**config.mk**
```make
export PLATFORM = sky130hd
export DESIGN_NAME = theft_alarm_ctrl_flat
export DESIGN_NICKNAME = d
export VERILOG_FILES = /design/src/rtl/theft_alarm_ctrl_if.sv /design/src/rtl/theft_alarm_ctrl.sv /design/src/flat_wrapper.sv
export SDC_FILE = /design/constraint.sdc
export NUM_CORES = 1
export LEC_CHECK = 0
export ABC_CLOCK_PERIOD_IN_PS = 2960
export CELL_PAD_IN_SITES_DETAIL_PLACEMENT = 0
export CELL_PAD_IN_SITES_GLOBAL_PLACEMENT = 1
export CORE_MARGIN = 4
export CORE_UTILIZATION = 37
export CTS_BUF_LIST = sky130_fd_sc_hd__clkbuf_8
export DETAILED_ROUTE_END_ITERATION = 12
export PLACE_DENSITY_LB_ADDON = 0.1
export SLEW_MARGIN = 10
export SYNTH_ARGS = -nofsm -noshare
export SYNTH_HDL_FRONTEND = slang
export SYNTH_SLANG_ARGS = --single-unit
```
**constraint.sdc**
```tcl
create_clock -name clk -period 2.96 [get_ports clk]
set_clock_uncertainty 0.1 [all_clocks]
set_input_delay 0.592 -clock clk [delete_from_list [all_inputs] [get_ports clk]]
set_output_delay 0.592 -clock clk [all_outputs]
set_load 0.05 [all_outputs]
```
**src/rtl/theft_alarm_ctrl_if.sv**
```systemverilog
// ============================================================================
// Module   : theft_alarm_ctrl_if
// Purpose  : Request, detector and status signals of the theft alarm controller.
// Revision : 1.0
// ============================================================================
`default_nettype none

interface theft_alarm_ctrl_if;
  logic       arm_req;
  logic       disarm_req;
  logic       det_safety;
  logic       det_lock;
  logic       det_rst;
  logic       bell_en;
  logic       armed;
  logic [2:0] state;
  logic [1:0] alarm_cnt;

  modport master (
    output arm_req, disarm_req, det_safety,
    input  det_lock, det_rst, bell_en, armed, state, alarm_cnt
  );

  modport slave (
    input  arm_req, disarm_req, det_safety,
    output det_lock, det_rst, bell_en, armed, state, alarm_cnt
  );
endinterface

`default_nettype wire

```
**src/rtl/theft_alarm_ctrl.sv**
```systemverilog
// ============================================================================
// Module   : theft_alarm_ctrl
// Purpose  : Park/lock sequencer for the bicycle detector: arming, grace, alarm, re-arm, lockout.
// Revision : 1.0
// ============================================================================
`default_nettype none

module theft_alarm_ctrl #(
  parameter int ARM_DELAY    = 150_000_000,
  parameter int GRACE        = 250_000_000,
  parameter int ALARM_TIME   = 500_000_000,
  parameter int REARM_CYCLES = 4,
  parameter int MAX_ALARMS   = 3,
  parameter int CNT_W        = 32
) (
  input  wire logic             clk,
  input  wire logic             rst,
  theft_alarm_ctrl_if.slave     bus
);

  localparam logic [2:0] c_ST_DISARMED = 3'd0;
  localparam logic [2:0] c_ST_ARMING   = 3'd1;
  localparam logic [2:0] c_ST_ARMED    = 3'd2;
  localparam logic [2:0] c_ST_PENDING  = 3'd3;
  localparam logic [2:0] c_ST_ALARM    = 3'd4;
  localparam logic [2:0] c_ST_REARM    = 3'd5;
  localparam logic [2:0] c_ST_LOCKOUT  = 3'd6;

  logic [2:0]       r_state;
  logic [2:0]       w_next_state;
  logic [CNT_W-1:0] r_timer;
  logic [CNT_W-1:0] w_limit;
  logic             w_timed;
  logic             w_timer_hit;

  logic             r_det_lock,  w_det_lock_nxt;
  logic             r_det_rst,   w_det_rst_nxt;
  logic             r_bell_en,   w_bell_en_nxt;
  logic             r_armed,     w_armed_nxt;
  logic [1:0]       r_alarm_cnt, w_alarm_cnt_nxt;

  // Terminal count of the current timed state; untimed states never consult it.
  always_comb begin
    w_limit = '0;
    w_timed = 1'b1;
    case (r_state)
      c_ST_ARMING:  w_limit = CNT_W'(ARM_DELAY - 1);
      c_ST_PENDING: w_limit = CNT_W'(GRACE - 1);
      c_ST_ALARM:   w_limit = CNT_W'(ALARM_TIME - 1);
      c_ST_REARM:   w_limit = CNT_W'(REARM_CYCLES - 1);
      default:      w_timed = 1'b0;
    endcase
  end

  assign w_timer_hit = (r_timer == w_limit);

  always_comb begin
    w_next_state = r_state;
    if (bus.disarm_req && (r_state != c_ST_DISARMED)) begin
      w_next_state = c_ST_DISARMED;
    end else begin
      case (r_state)
        c_ST_DISARMED: if (bus.arm_req && !bus.disarm_req) w_next_state = c_ST_ARMING;
        c_ST_ARMING:   if (w_timer_hit) w_next_state = c_ST_ARMED;
        c_ST_ARMED:    if (bus.det_safety) w_next_state = c_ST_PENDING;
        c_ST_PENDING:  if (w_timer_hit) w_next_state = c_ST_ALARM;
        c_ST_ALARM: begin
          if (w_timer_hit) begin
            w_next_state = (r_alarm_cnt == 2'(MAX_ALARMS)) ? c_ST_LOCKOUT : c_ST_REARM;
          end
        end
        c_ST_REARM:    if (w_timer_hit) w_next_state = c_ST_ARMED;
        c_ST_LOCKOUT:  w_next_state = c_ST_LOCKOUT;
        default:       w_next_state = c_ST_DISARMED;
      endcase
    end
  end

  // Outputs are decoded from the upcoming state so they change on the same edge as state.
  always_comb begin
    w_det_lock_nxt  = (w_next_state == c_ST_ARMED)  || (w_next_state == c_ST_PENDING) ||
                      (w_next_state == c_ST_ALARM)  || (w_next_state == c_ST_LOCKOUT);
    w_det_rst_nxt   = (w_next_state == c_ST_DISARMED) || (w_next_state == c_ST_REARM);
    w_bell_en_nxt   = (w_next_state == c_ST_ALARM) || (w_next_state == c_ST_LOCKOUT);
    w_armed_nxt     = (w_next_state != c_ST_DISARMED) && (w_next_state != c_ST_ARMING);
    w_alarm_cnt_nxt = r_alarm_cnt;
    if ((w_next_state == c_ST_DISARMED) && (r_state != c_ST_DISARMED) &&
        (r_state != c_ST_PENDING)) begin
      w_alarm_cnt_nxt = 2'd0;
    end else if ((r_state == c_ST_PENDING) && (w_next_state == c_ST_ALARM) &&
                 (r_alarm_cnt != 2'd3)) begin
      w_alarm_cnt_nxt = r_alarm_cnt + 2'd1;
    end
  end

  always_ff @(posedge clk or negedge rst) begin
    if (!rst) begin
      r_state     <= c_ST_DISARMED;
      r_timer     <= '0;
      r_det_lock  <= 1'b0;
      r_det_rst   <= 1'b1;
      r_bell_en   <= 1'b0;
      r_armed     <= 1'b0;
      r_alarm_cnt <= 2'd0;
    end else begin
      r_state     <= w_next_state;
      r_det_lock  <= w_det_lock_nxt;
      r_det_rst   <= w_det_rst_nxt;
      r_bell_en   <= w_bell_en_nxt;
      r_armed     <= w_armed_nxt;
      r_alarm_cnt <= w_alarm_cnt_nxt;
      if (w_next_state != r_state) begin
        r_timer <= '0;
      end else if (w_timed) begin
        r_timer <= r_timer + CNT_W'(1);
      end
    end
  end

  assign bus.det_lock  = r_det_lock;
  assign bus.det_rst   = r_det_rst;
  assign bus.bell_en   = r_bell_en;
  assign bus.armed     = r_armed;
  assign bus.state     = r_state;
  assign bus.alarm_cnt = r_alarm_cnt;

endmodule

`default_nettype wire

```
**src/flat_wrapper.sv**
```systemverilog
// flat-port wrapper written by rule: the top's interface ports become plain ports
module theft_alarm_ctrl_flat 
#(
  parameter int ARM_DELAY    = 150_000_000,
  parameter int GRACE        = 250_000_000,
  parameter int ALARM_TIME   = 500_000_000,
  parameter int REARM_CYCLES = 4,
  parameter int MAX_ALARMS   = 3,
  parameter int CNT_W        = 32
)
  (clk, rst, bus_arm_req, bus_disarm_req, bus_det_safety, bus_det_lock, bus_det_rst, bus_bell_en, bus_armed, bus_state, bus_alarm_cnt);
  theft_alarm_ctrl_if bus_i ();
  input  wire logic clk;
  input  wire logic rst;
  input wire logic [$bits(bus_i.arm_req)-1:0] bus_arm_req;
  input wire logic [$bits(bus_i.disarm_req)-1:0] bus_disarm_req;
  input wire logic [$bits(bus_i.det_safety)-1:0] bus_det_safety;
  output wire logic [$bits(bus_i.det_lock)-1:0] bus_det_lock;
  output wire logic [$bits(bus_i.det_rst)-1:0] bus_det_rst;
  output wire logic [$bits(bus_i.bell_en)-1:0] bus_bell_en;
  output wire logic [$bits(bus_i.armed)-1:0] bus_armed;
  output wire logic [$bits(bus_i.state)-1:0] bus_state;
  output wire logic [$bits(bus_i.alarm_cnt)-1:0] bus_alarm_cnt;
  assign bus_i.arm_req = bus_arm_req;
  assign bus_i.disarm_req = bus_disarm_req;
  assign bus_i.det_safety = bus_det_safety;
  assign bus_det_lock = bus_i.det_lock;
  assign bus_det_rst = bus_i.det_rst;
  assign bus_bell_en = bus_i.bell_en;
  assign bus_armed = bus_i.armed;
  assign bus_state = bus_i.state;
  assign bus_alarm_cnt = bus_i.alarm_cnt;
  theft_alarm_ctrl #(.ARM_DELAY(ARM_DELAY), .GRACE(GRACE), .ALARM_TIME(ALARM_TIME), .REARM_CYCLES(REARM_CYCLES), .MAX_ALARMS(MAX_ALARMS), .CNT_W(CNT_W)) u_core (.clk(clk), .rst(rst), .bus(bus_i));
endmodule
```
==> impl_metrics.toml, run 1 <==
[outcome]
status = "completed"

[pwr]
p_sw_share_pct = 29.4
pwr-share-seq_pct = 45.0
comb_power_share_pct = 20.1
vdd_ir_drop_max_mv = 0.204
design_power_total_uw = 1350
pwr-share-clk_pct = 34.9
powerDensity_nw_per_um2 = 421
p_int_uw = 956
switching_power_uw = 398
static-leakage-power_uw = 0.00131

[critical_path]
crit_path_max_incr_delay_ns = 0.49
critical_path_required_ns = 3.06
crit_chain = "or3b_4, a211o_1, a221o_1, or4_4, o311ai_2, o211ai_1, a2111oi_2"
reg2reg_path_depth = 7
critPathMaxFanout = 4
rr_endpoint = "u_core.bus.det_lock"
worstSetupEndpointType = "register"
ff2ff_setup_slack_ns = 0.09
data_arrival_at_the_endpoint_of_the_critical_path_ns = 2.97
r2r_start = "u_core.bus.state[1]"
crit_start_category = "register"
slowest_stage = "sky130_fd_sc_hd__or4_4"
critPathKind = "register to register"

[logic_synthesis]
largest_cells_by_area_after_synthesis = "sky130_fd_sc_hd__dfrtp_1 (38%), sky130_fd_sc_hd__xor2_1 (9.1%), sky130_fd_sc_hd__a21oi_1 (8.6%), sky130_fd_sc_hd__nor2_1 (3.0%), sky130_fd_sc_hd__nand2_1 (2.7%)"
synth-seq-cells = 41
synthDistinctLibCells = 60
postSynth.topFlopCell = "sky130_fd_sc_hd__dfrtp_1"
synth_top_area_share_pct = 38.4
post_synth_instance_area_um2 = 2610
postSynth.asyncResetShare_pct = 100
yosysSeqAreaShare_pct = 39.4
ys.warnings.count = 0
synth-edff-count = 0
synth_nets = 300
syn_area_per_cell_um2 = 8.90
synthDominantAreaCellType = "sky130_fd_sc_hd__dfrtp_1"
syn_inst = 293

[timing]
report.final.slew_viol_count = 0
fmax_mhz = 349
number_of_setup_violations_in_the_final_report = 0
max_slew_margin_pct = 55.8
final-hold-violation-count = 0
tightest_slew_ns = 0.662
period_needed_ns = 2.87
fin_crit_share_pct = 96.9

[detailed_routing]
detailed_routing_iterations_pass_1 = 4
drc_violation_total_after_the_first_tritonroute_iteration = 128
route.final.wire_length_um = 7370
wire_per_inst_um = 17.4
drc_errors = 0
antenna_violating_nets_post_route = 0
routed_via_density = 5.66
num_vias = 2396

[floorplan]
ios = 14
fp.coreArea_um2 = 6830
die_height_um = 91.9
floorplan.initialDensity_pct = 38.2
placementRows = 30
die_width_um = 91.9
design.die.area_um2 = 8450

[clock_tree]
htreeDepth = 2
cts.path.max_buffers = 2
worstSkewPairLatency_ns = 0.30
clock-root-buffer = "sky130_fd_sc_hd__clkbuf_8"
clock_slew_at_the_register_clock_pins_of_the_worst_setup_and_hold_paths_ns = 0.09
ctsHoldBuffers = 0
cts_tree = "built"
cts-buffers-inserted = 5
numClockSinks = 41

[flow_run]
cap_violations = 0

[grt]
grt_antenna_before_repair = 0
grtUsageTotal_pct = 17.8
grt_first_pass_wirelength_um = 12100
grt_start_max_net_pins = 33
grt-ovfl-total = 0
first_global_vias = 2339

[finish]
seq_area_um2 = 1030
design.final.nets = 333
layout.filler_cells = 701
area.growth.synth_to_final_pct = 23.3
most_frequent_standard_cell_in_the_layout_excluding_fill_and_tap_cells = "sky130_fd_sc_hd__a21oi_1"
finalInstanceArea_um2 = 3210
multi_input_comb_area_um2 = 1530
antennaDiodeCount = 0
layout.cells.most_common_list = "sky130_fd_sc_hd__a21oi_1 (44), sky130_fd_sc_hd__dfrtp_1 (37), sky130_fd_sc_hd__xor2_1 (27), sky130_fd_sc_hd__buf_4 (27), sky130_fd_sc_hd__nor2_1 (21)"
drive_gt1_share_pct = 19.9

[place]
placed_cell_area_um2 = 2980
buffer_ports.inserted = 13
dpl.hpwl_um = 5100
place.gp.congestion = 0.844

[min_path]
hp-class = "primary input to async pin"
==> registers in the layout, indices dropped and copies added (netlist names) <==
signal                count
u_core.bus.det_lock       1
u_core.bus.state          3
u_core.bus.bell_en        1
u_core.bus.det_rst        1
u_core.r_timer           32
u_core.bus.alarm_cnt      2
u_core.bus.armed          1
==> metrics by stage <==
stage	instances	util [%]	TNS, ns	hold WS, ns	setup WS, ns
after CTS	417	45.6	0	0.228	0.00230
final	423	47.0	0	0.208	0.0912
after global routing	423	47.0	-0.000580	0.246	-0.000580
after detailed placement	407	43.6	0	0.454	0.00575
after floorplan	293	-	0	0.196	0.00152
after global placement	407	43.6	0	0.444	0.0573
==> routing by layer <==
layer | GRT usage, % | vias up | part of all wire [%] | wire (µm)
li1 | - | 1152 | - | -
met1 | 23.5 | 1186 | 47 | 3490
met2 | 30.2 | 42 | 48 | 3510
met3 | 2.79 | 16 | 3.2 | 238
met4 | 5.20 | 0 | 1.8 | 133
met5 | 0 | - | 0 | 0
==> power by group through the flow <==
stage / clock [µW] / combinational, µW / sequential [µW]
floorplan: 0 / 141 / 628
CTS: 487 / 252 / 610
finish: 472 / 273 / 609
detailed placement: 0 / 246 / 621
global placement: 0 / 246 / 620
global route: 512 / 300 / 614
==> cell usage after synthesis, drive strengths merged, types with 4 or more instances <==
master,count
and2,5
nor2,21
and3,5
buf,7
xnor2,5
nor4,7
xor2,27
nand3,14
nand2,19
o21ai,4
clkbuf,11
nand4,8
a21oi,45
nor3,7
a211oi,6
dfrtp,40
==> worst max-delay path, delay by kind of cell (launching register included) <==
family,cells,cell delay (ns)
flip-flops,1,0.44
AO/OA/AOI/OAI,5,1.36
AND/OR/NAND/NOR,2,0.87
==> cell families after synthesis <==
group	share of synthesized area [%]
AOI/OAI and AO/OA	20.2
xor gates and xnor gates	10.8
adders and majority gates	0.960
buffers and inverters	3.50
DFF	39.4
muxes	1.15
and+or+nand+nor	24.1
==> final cells by class <==
cell class / count / area share (%)
inverter: 4 / 0.467
tap: 96 / 3.74
sequential: 41 / 32.1
timing repair buffer: 44 / 12.6
multi-input combinational: 230 / 47.6
clock buffer: 5 / 2.14
clock inverter: 3 / 1.36
==> worst max-delay path by stage <==
| stage | start | to | slack, ns | cells after the start |
|---|---|---|---|---|
| 2_1_floorplan | u_core.bus.state[2] | u_core.bus.det_lock | 0.002 | 7 |
| 3_3_place_gp | u_core.bus.state[1] | u_core.bus.det_lock | 0.06 | 7 |
| 3_5_place_dp | u_core.bus.state[1] | u_core.bus.det_lock | 0.006 | 7 |
| 4_1_cts | u_core.bus.state[1] | u_core.bus.det_lock | 0.002 | 7 |
| 5_1_grt | u_core.bus.state[1] | u_core.bus.det_lock | -0.0006 | 7 |
| 6_report | u_core.bus.state[1] | u_core.bus.det_lock | 0.09 | 7 |
==> repair_timing <==
action,CTS,global route
setup buffers,2,4
pin swaps,7,8
setup endpoints to repair,1,35
resized for setup,1,9
endpoints found under the hold margin,0,0
cloned,0,2
(Power assumes the default switching activity.)
==> run 2, diff against run 1 <==
Settings changed: CAP_MARGIN set to 20, CORE_UTILIZATION 37 to 25.
==> run 2 against run 1 <==
Effect of this change: sequential share of layout area shrank 0.85 points; fmax shrank 2.0%; clock power decreased by 19%; non-clock buffer count is 4 higher; global-route usage fell by 3.3 points; critical endpoint unchanged.
==> impl_metrics.toml, run 2 (synthesized netlist as in run 1, its figures left out) <==
[outcome]
status = "completed"

[floorplan]
die_height_um = 110
fp.coreArea_um2 = 10200
die_width_um = 110
placementRows = 37
floorplan.initialDensity_pct = 25.5
ios = 14
design.die.area_um2 = 12100

[detailed_routing]
drc_errors = 0
detailed_routing_iterations_pass_1 = 4
routed_via_density = 5.06
num_vias = 2364
route.final.wire_length_um = 8630
wire_per_inst_um = 18.5
antenna_violating_nets_post_route = 0
drc_violation_total_after_the_first_tritonroute_iteration = 127

[timing]
fin_crit_share_pct = 98.9
report.final.slew_viol_count = 0
max_slew_margin_pct = 61.9
grt_setup_unrepaired = "true"
fmax_mhz = 342
number_of_setup_violations_in_the_final_report = 0
finalSetupTns_ns = 0
period_needed_ns = 2.93
whs_ns = 0.270
final-hold-violation-count = 0
tightest_slew_ns = 0.571

[finish]
top_register = "u_core.r_timer"
drive_gt1_share_pct = 19.6
design.final.nets = 337
most_frequent_standard_cell_in_the_layout_excluding_fill_and_tap_cells = "sky130_fd_sc_hd__a21oi_1"
antennaDiodeCount = 0
area.growth.synth_to_final_pct = 26.6
layout.cells.most_common_list = "sky130_fd_sc_hd__a21oi_1 (44), sky130_fd_sc_hd__dfrtp_1 (37), sky130_fd_sc_hd__buf_4 (28)"
layout.filler_cells = 1087
largest_register_ffs = 32

[place]
buffer_ports.inserted = 13
place.gp.congestion = 0.833
dpl.hpwl_um = 5680

[grt]
grt-ovfl-total = 0
grt_start_max_net_pins = 42
grt_antenna_before_repair = 0
first_global_vias = 2397
grtUsageTotal_pct = 14.5
grt_first_pass_wirelength_um = 13500

[pwr]
static-leakage-power_uw = 0.00133
design_power_total_uw = 1290
vdd_ir_drop_max_mv = 0.206
powerDensity_nw_per_um2 = 391

[critical_path]
crit_start_category = "register"
crit_path_max_incr_delay_ns = 0.52
critPathKind = "register to register"
critical_path_required_ns = 3.04
slowest_stage = "sky130_fd_sc_hd__or4_1"
critPathMaxFanout = 4
worst-path-buf-inv = 0
data_arrival_at_the_endpoint_of_the_critical_path_ns = 3.01
worst_path_dominant_cell_family = "compound AO/OA/AOI/OAI gates"
worstSetupEndpointType = "register"
crit_chain = "or3b_4, a211o_1, a221o_1, or4_1, o311ai_1, o211ai_1, a2111oi_2"

[clock_tree]
clock-root-buffer = "sky130_fd_sc_hd__clkbuf_8"
cts_tree = "built"
worstSkewPairLatency_ns = 0.30
cts-buffers-inserted = 5
clock_slew_at_the_register_clock_pins_of_the_worst_setup_and_hold_paths_ns = 0.10
ctsHoldBuffers = 0
cts.path.max_buffers = 2
numClockSinks = 41
htreeDepth = 2

[flow_run]
cap_violations = 0

[min_path]
hp-class = "primary input to async pin"
## run 2: routing by layer
metal  global-route usage [%]  share of wire, %  up-vias
li1                         -                 -     1155
met1                     19.8                47     1172
met2                     24.7                49       32
met3                     1.92               3.2        5
met4                     2.99              0.80        0
met5                        0                 0        -
## run 2: final cells by class
cell class / instances / area (µm²) / share of cell area, %
flip-flops and latches: 41 / 1030 / 31.2
repair buffers: 48 / 468 / 14.2
clock inverters: 3 / 16.3 / 0.493
clock buffers: 5 / 68.8 / 2.08
inverters: 4 / 15.0 / 0.455
well taps: 136 / 170 / 5.16
multi-input cells: 230 / 1530 / 46.4
## run 2: final timing paths
check / startpoint / end / cells after the start / slack (ns)
worst min register to register: u_core.bus.alarm_cnt[0] / u_core.bus.alarm_cnt[0] / 2 / 0.49
min in group clk: u_core.bus.alarm_cnt[0] / u_core.bus.alarm_cnt[0] / 2 / 0.49
worst min-delay path: rst / u_core.r_timer[1] / 2 / 0.27
max in group asynchronous: rst / u_core.bus.state[1] / 2 / 2.07
worst max-delay path: u_core.bus.state[1] / u_core.bus.det_lock / 7 / 0.03
worst max register to register: u_core.bus.state[1] / u_core.bus.det_lock / 7 / 0.03
## run 2: metrics by stage
| step | worst slack (ns) | utilization [%] | area [µm²] | cells |
|---|---|---|---|---|
| final | 0.0335 | 32.3 | 3300 | 467 |
| after global placement | 0.0777 | 30.1 | 3080 | 453 |
| after detailed placement | 0.0276 | 30.1 | 3080 | 453 |
| after CTS | 0.000316 | 30.9 | 3160 | 461 |
| after floorplan | 0.00152 | - | 2610 | 293 |
| after global routing | -0.0553 | 32.3 | 3300 | 467 |
## run 2: what timing repair did
item                       CTS  global route
gates resized for setup      0             9
buffers inserted             0             3
setup endpoints to repair    0            34
## run 2: report_power, final
group,switching [µW],internal (µW),leakage [µW]
Combinational,164,129,0.000725
Sequential,30.7,584,0.000558
Clock,222,162,0.0000507
==> patch, RTL diff (settings of run 2) <==
`CNT_W` is set to 32 in 2 places; all go to 64.
--- a/src/rtl/theft_alarm_ctrl.sv
+++ b/src/rtl/theft_alarm_ctrl.sv
@@ -11,7 +11,7 @@
   parameter int ALARM_TIME   = 500_000_000,
   parameter int REARM_CYCLES = 4,
   parameter int MAX_ALARMS   = 3,
-  parameter int CNT_W        = 32
+  parameter int CNT_W        = 64
 ) (
   input  wire logic             clk,
   input  wire logic             rst,
--- a/src/flat_wrapper.sv
+++ b/src/flat_wrapper.sv
@@ -6,7 +6,7 @@
   parameter int ALARM_TIME   = 500_000_000,
   parameter int REARM_CYCLES = 4,
   parameter int MAX_ALARMS   = 3,
-  parameter int CNT_W        = 32
+  parameter int CNT_W        = 64
 )
   (clk, rst, bus_arm_req, bus_disarm_req, bus_det_safety, bus_det_lock, bus_det_rst, bus_bell_en, bus_armed, bus_state, bus_alarm_cnt);
   theft_alarm_ctrl_if bus_i ();
Check against the original RTL: no difference found for any inputs over 10 cycles, from zero or initial values and one cycle with rst low; that may be too few to reach the edited logic, so the function may still have changed.
==> patch against run 2 <==
  * Area after synthesis is 62% higher
  * Final area increased by 61%
  * Critical path type unchanged
  * Routed wire length increased by 39%
  * Critical endpoint is now u_core.bus.det_rst
  * Sequential cell count increased by 32
  * Worst setup slack gained 81 ps
  * Critical path depth is 2 higher
  * Power rose by 80%
  * Maximum frequency grew 2.8%
==> patch: results (changes against run 2) <==
outcome=finished, final reports clean; max reg flops=64 (+100%); Critical Path Fanout Max=9 (+5); GPL Wtd Cong=0.769 (-7.7%); Post-DP HPWL=8380 um (+47%); post-DR vias/cell=4.69 (-7.3%); Synth async-reset ratio=100% (unchanged); synth unique cells=59 (-1.7%); clock root buffer=clkbuf_8; Lkg Pwr=0.00233 uW (+75%); antenna cell count=0 (unchanged); Min-Delay Path Class=input pin to async pin; initial antenna violation count=0 (unchanged); vias in the first global route=3443 (+44%); Post-Syn Instances=468 (+60%); cts bufs inserted=9 (+4); Placed Instances=735 (+62%); GRT Util Overall=13.5% (-1.1 points); post-layout net count=536 (+59%); Post-Synthesis Net Count=475 (+58%); YS warnings=0 (unchanged); Worst Max-Slew Pin Slew=507 ps (-64.2 ps); sequential-to-total area share from yosys stat=43.4% (+3.9 points); largest cells by area after synthesis=dfrtp_1 (43%), nor2_1 (7.9%), xnor2_1 (7.1%); Biggest register=u_core.r_timer; crit path DAT=3050 ps (+40 ps); worst vdd ir=0.000206 V (-0.19%); first-pass GRT wire length=19200 um (+43%); Commonest cells post-synth=nor2_1 (89), dfrtp_1 (72), xnor2_1 (34); DR iter-0 viols=141 (+11%); clock latency at the later pin of the worst-skew pair=370 ps (+70 ps); switching share of total power=28.3% (-3.9 points); filler cell count=1763 (+62%); proportion of layout cells with a drive suffix above 1=18.0% (-1.7 points); Max Root-Sink Buffers=2 (unchanged); Top FF cell, synth=dfrtp_1; number of I/O port buffers=13 (unchanged); Initial DRT Pass Iterations=4 (unchanged); Worst-path clk slew=80 ps (-20 ps); htree depth=3 (+1); largest net degree at the start of global routing=74 (+76%); final std cells w/o fill=754 (+61%); Total Wirelength=12000 um (+39%)
## patch: cell types whose count changed after synthesis, sizes merged, moves of 12 or more
cell   before  now
nor2       21   89
a21oi      45   12
dfrtp      40   72
xnor2       5   34
and3        5   23
inv         3   15
nand3      14   26
## patch: repair_timing
action,4_1_cts,5_1_grt
hold buffers,0,0
buffers inserted,0,2
endpoints found under the hold margin,0,0
resized for setup,0,15
setup endpoints to repair,0,72
## patch: area by class of cell
type                            count  area, sq um  share of cell area (%)
Sequential cell                    73         1830                    34.5
Timing Repair Buffer               72          626                    11.8
Multi-Input combinational cell    358         2300                    43.3
Clock buffer                       10          138                    2.59
Clock inverter                      6         83.8                    1.58
Tap cell                          220          275                    5.19
Inverter                           15         56.3                    1.06
## patch: critical path: stages (launching register included)
cell,delay [ps]
dfrtp_2,460
buf_4,180
or3b_2,460
a32o_1,250
o2111ai_1,70
and4bb_2,310
and3_1,180
buf_4,150
a221o_1,340
mux2_2,280
## patch: stage by stage
step	util [%]	setup slack [ps]	cell area, sq um
global route	32.0	9.50	5310
floorplan	-	151	4220
finish	32.0	114	5310
global placement	29.9	69.8	4960
CTS	31.3	76.8	5190
detailed placement	29.9	90.5	4960
## patch: worst paths after layout
check	slack, ps	end	start	cells after the start
setup / recovery	110	u_core.bus.det_rst	u_core.bus.state[2]	9
hold / removal	130	u_core.bus.alarm_cnt[0]	rst	2
setup reg to reg	110	u_core.bus.det_rst	u_core.bus.state[2]	9
hold reg to reg	460	u_core.r_timer[6]	u_core.r_timer[6]	2
max in group asynchronous	2300	u_core.r_timer[34]	rst	2
min in group clk	460	u_core.r_timer[6]	u_core.r_timer[6]	2
## patch: layer usage
| layer | vias up | share of wire [%] | GRT usage (%) |
|---|---|---|---|
| li1 | 1752 | - | - |
| met1 | 1710 | 48 | 17.9 |
| met2 | 58 | 46 | 20.9 |
| met3 | 17 | 3.5 | 3.85 |
| met4 | 0 | 2.3 | 4.94 |
| met5 | - | 0 | 0 |
## patch: cell families (layout without fill, tap and decap cells)
| group | after synthesis | count (layout) | share of synthesized area [%] |
|---|---|---|---|
| simple gates | 238 | 238 | 28.8 |
| flops | 73 | 73 | 43.4 |
| xor+xnor | 64 | 64 | 13.3 |
| compound gates | 50 | 50 | 8.64 |
| buf+inv | 37 | 103 | 4.01 |
| mux | 4 | 4 | 1.28 |
| fa+ha+maj | 2 | 2 | 0.593 |
## patch: power groups by stage
stage          combinational (uW)  sequential, uW  clock (uW)
6_report                      391            1040         896
5_1_grt                       431            1050         989
2_1_floorplan                 196            1080           0
3_5_place_dp                  365            1060           0
3_3_place_gp                  366            1060           0
4_1_cts                       366            1040         944
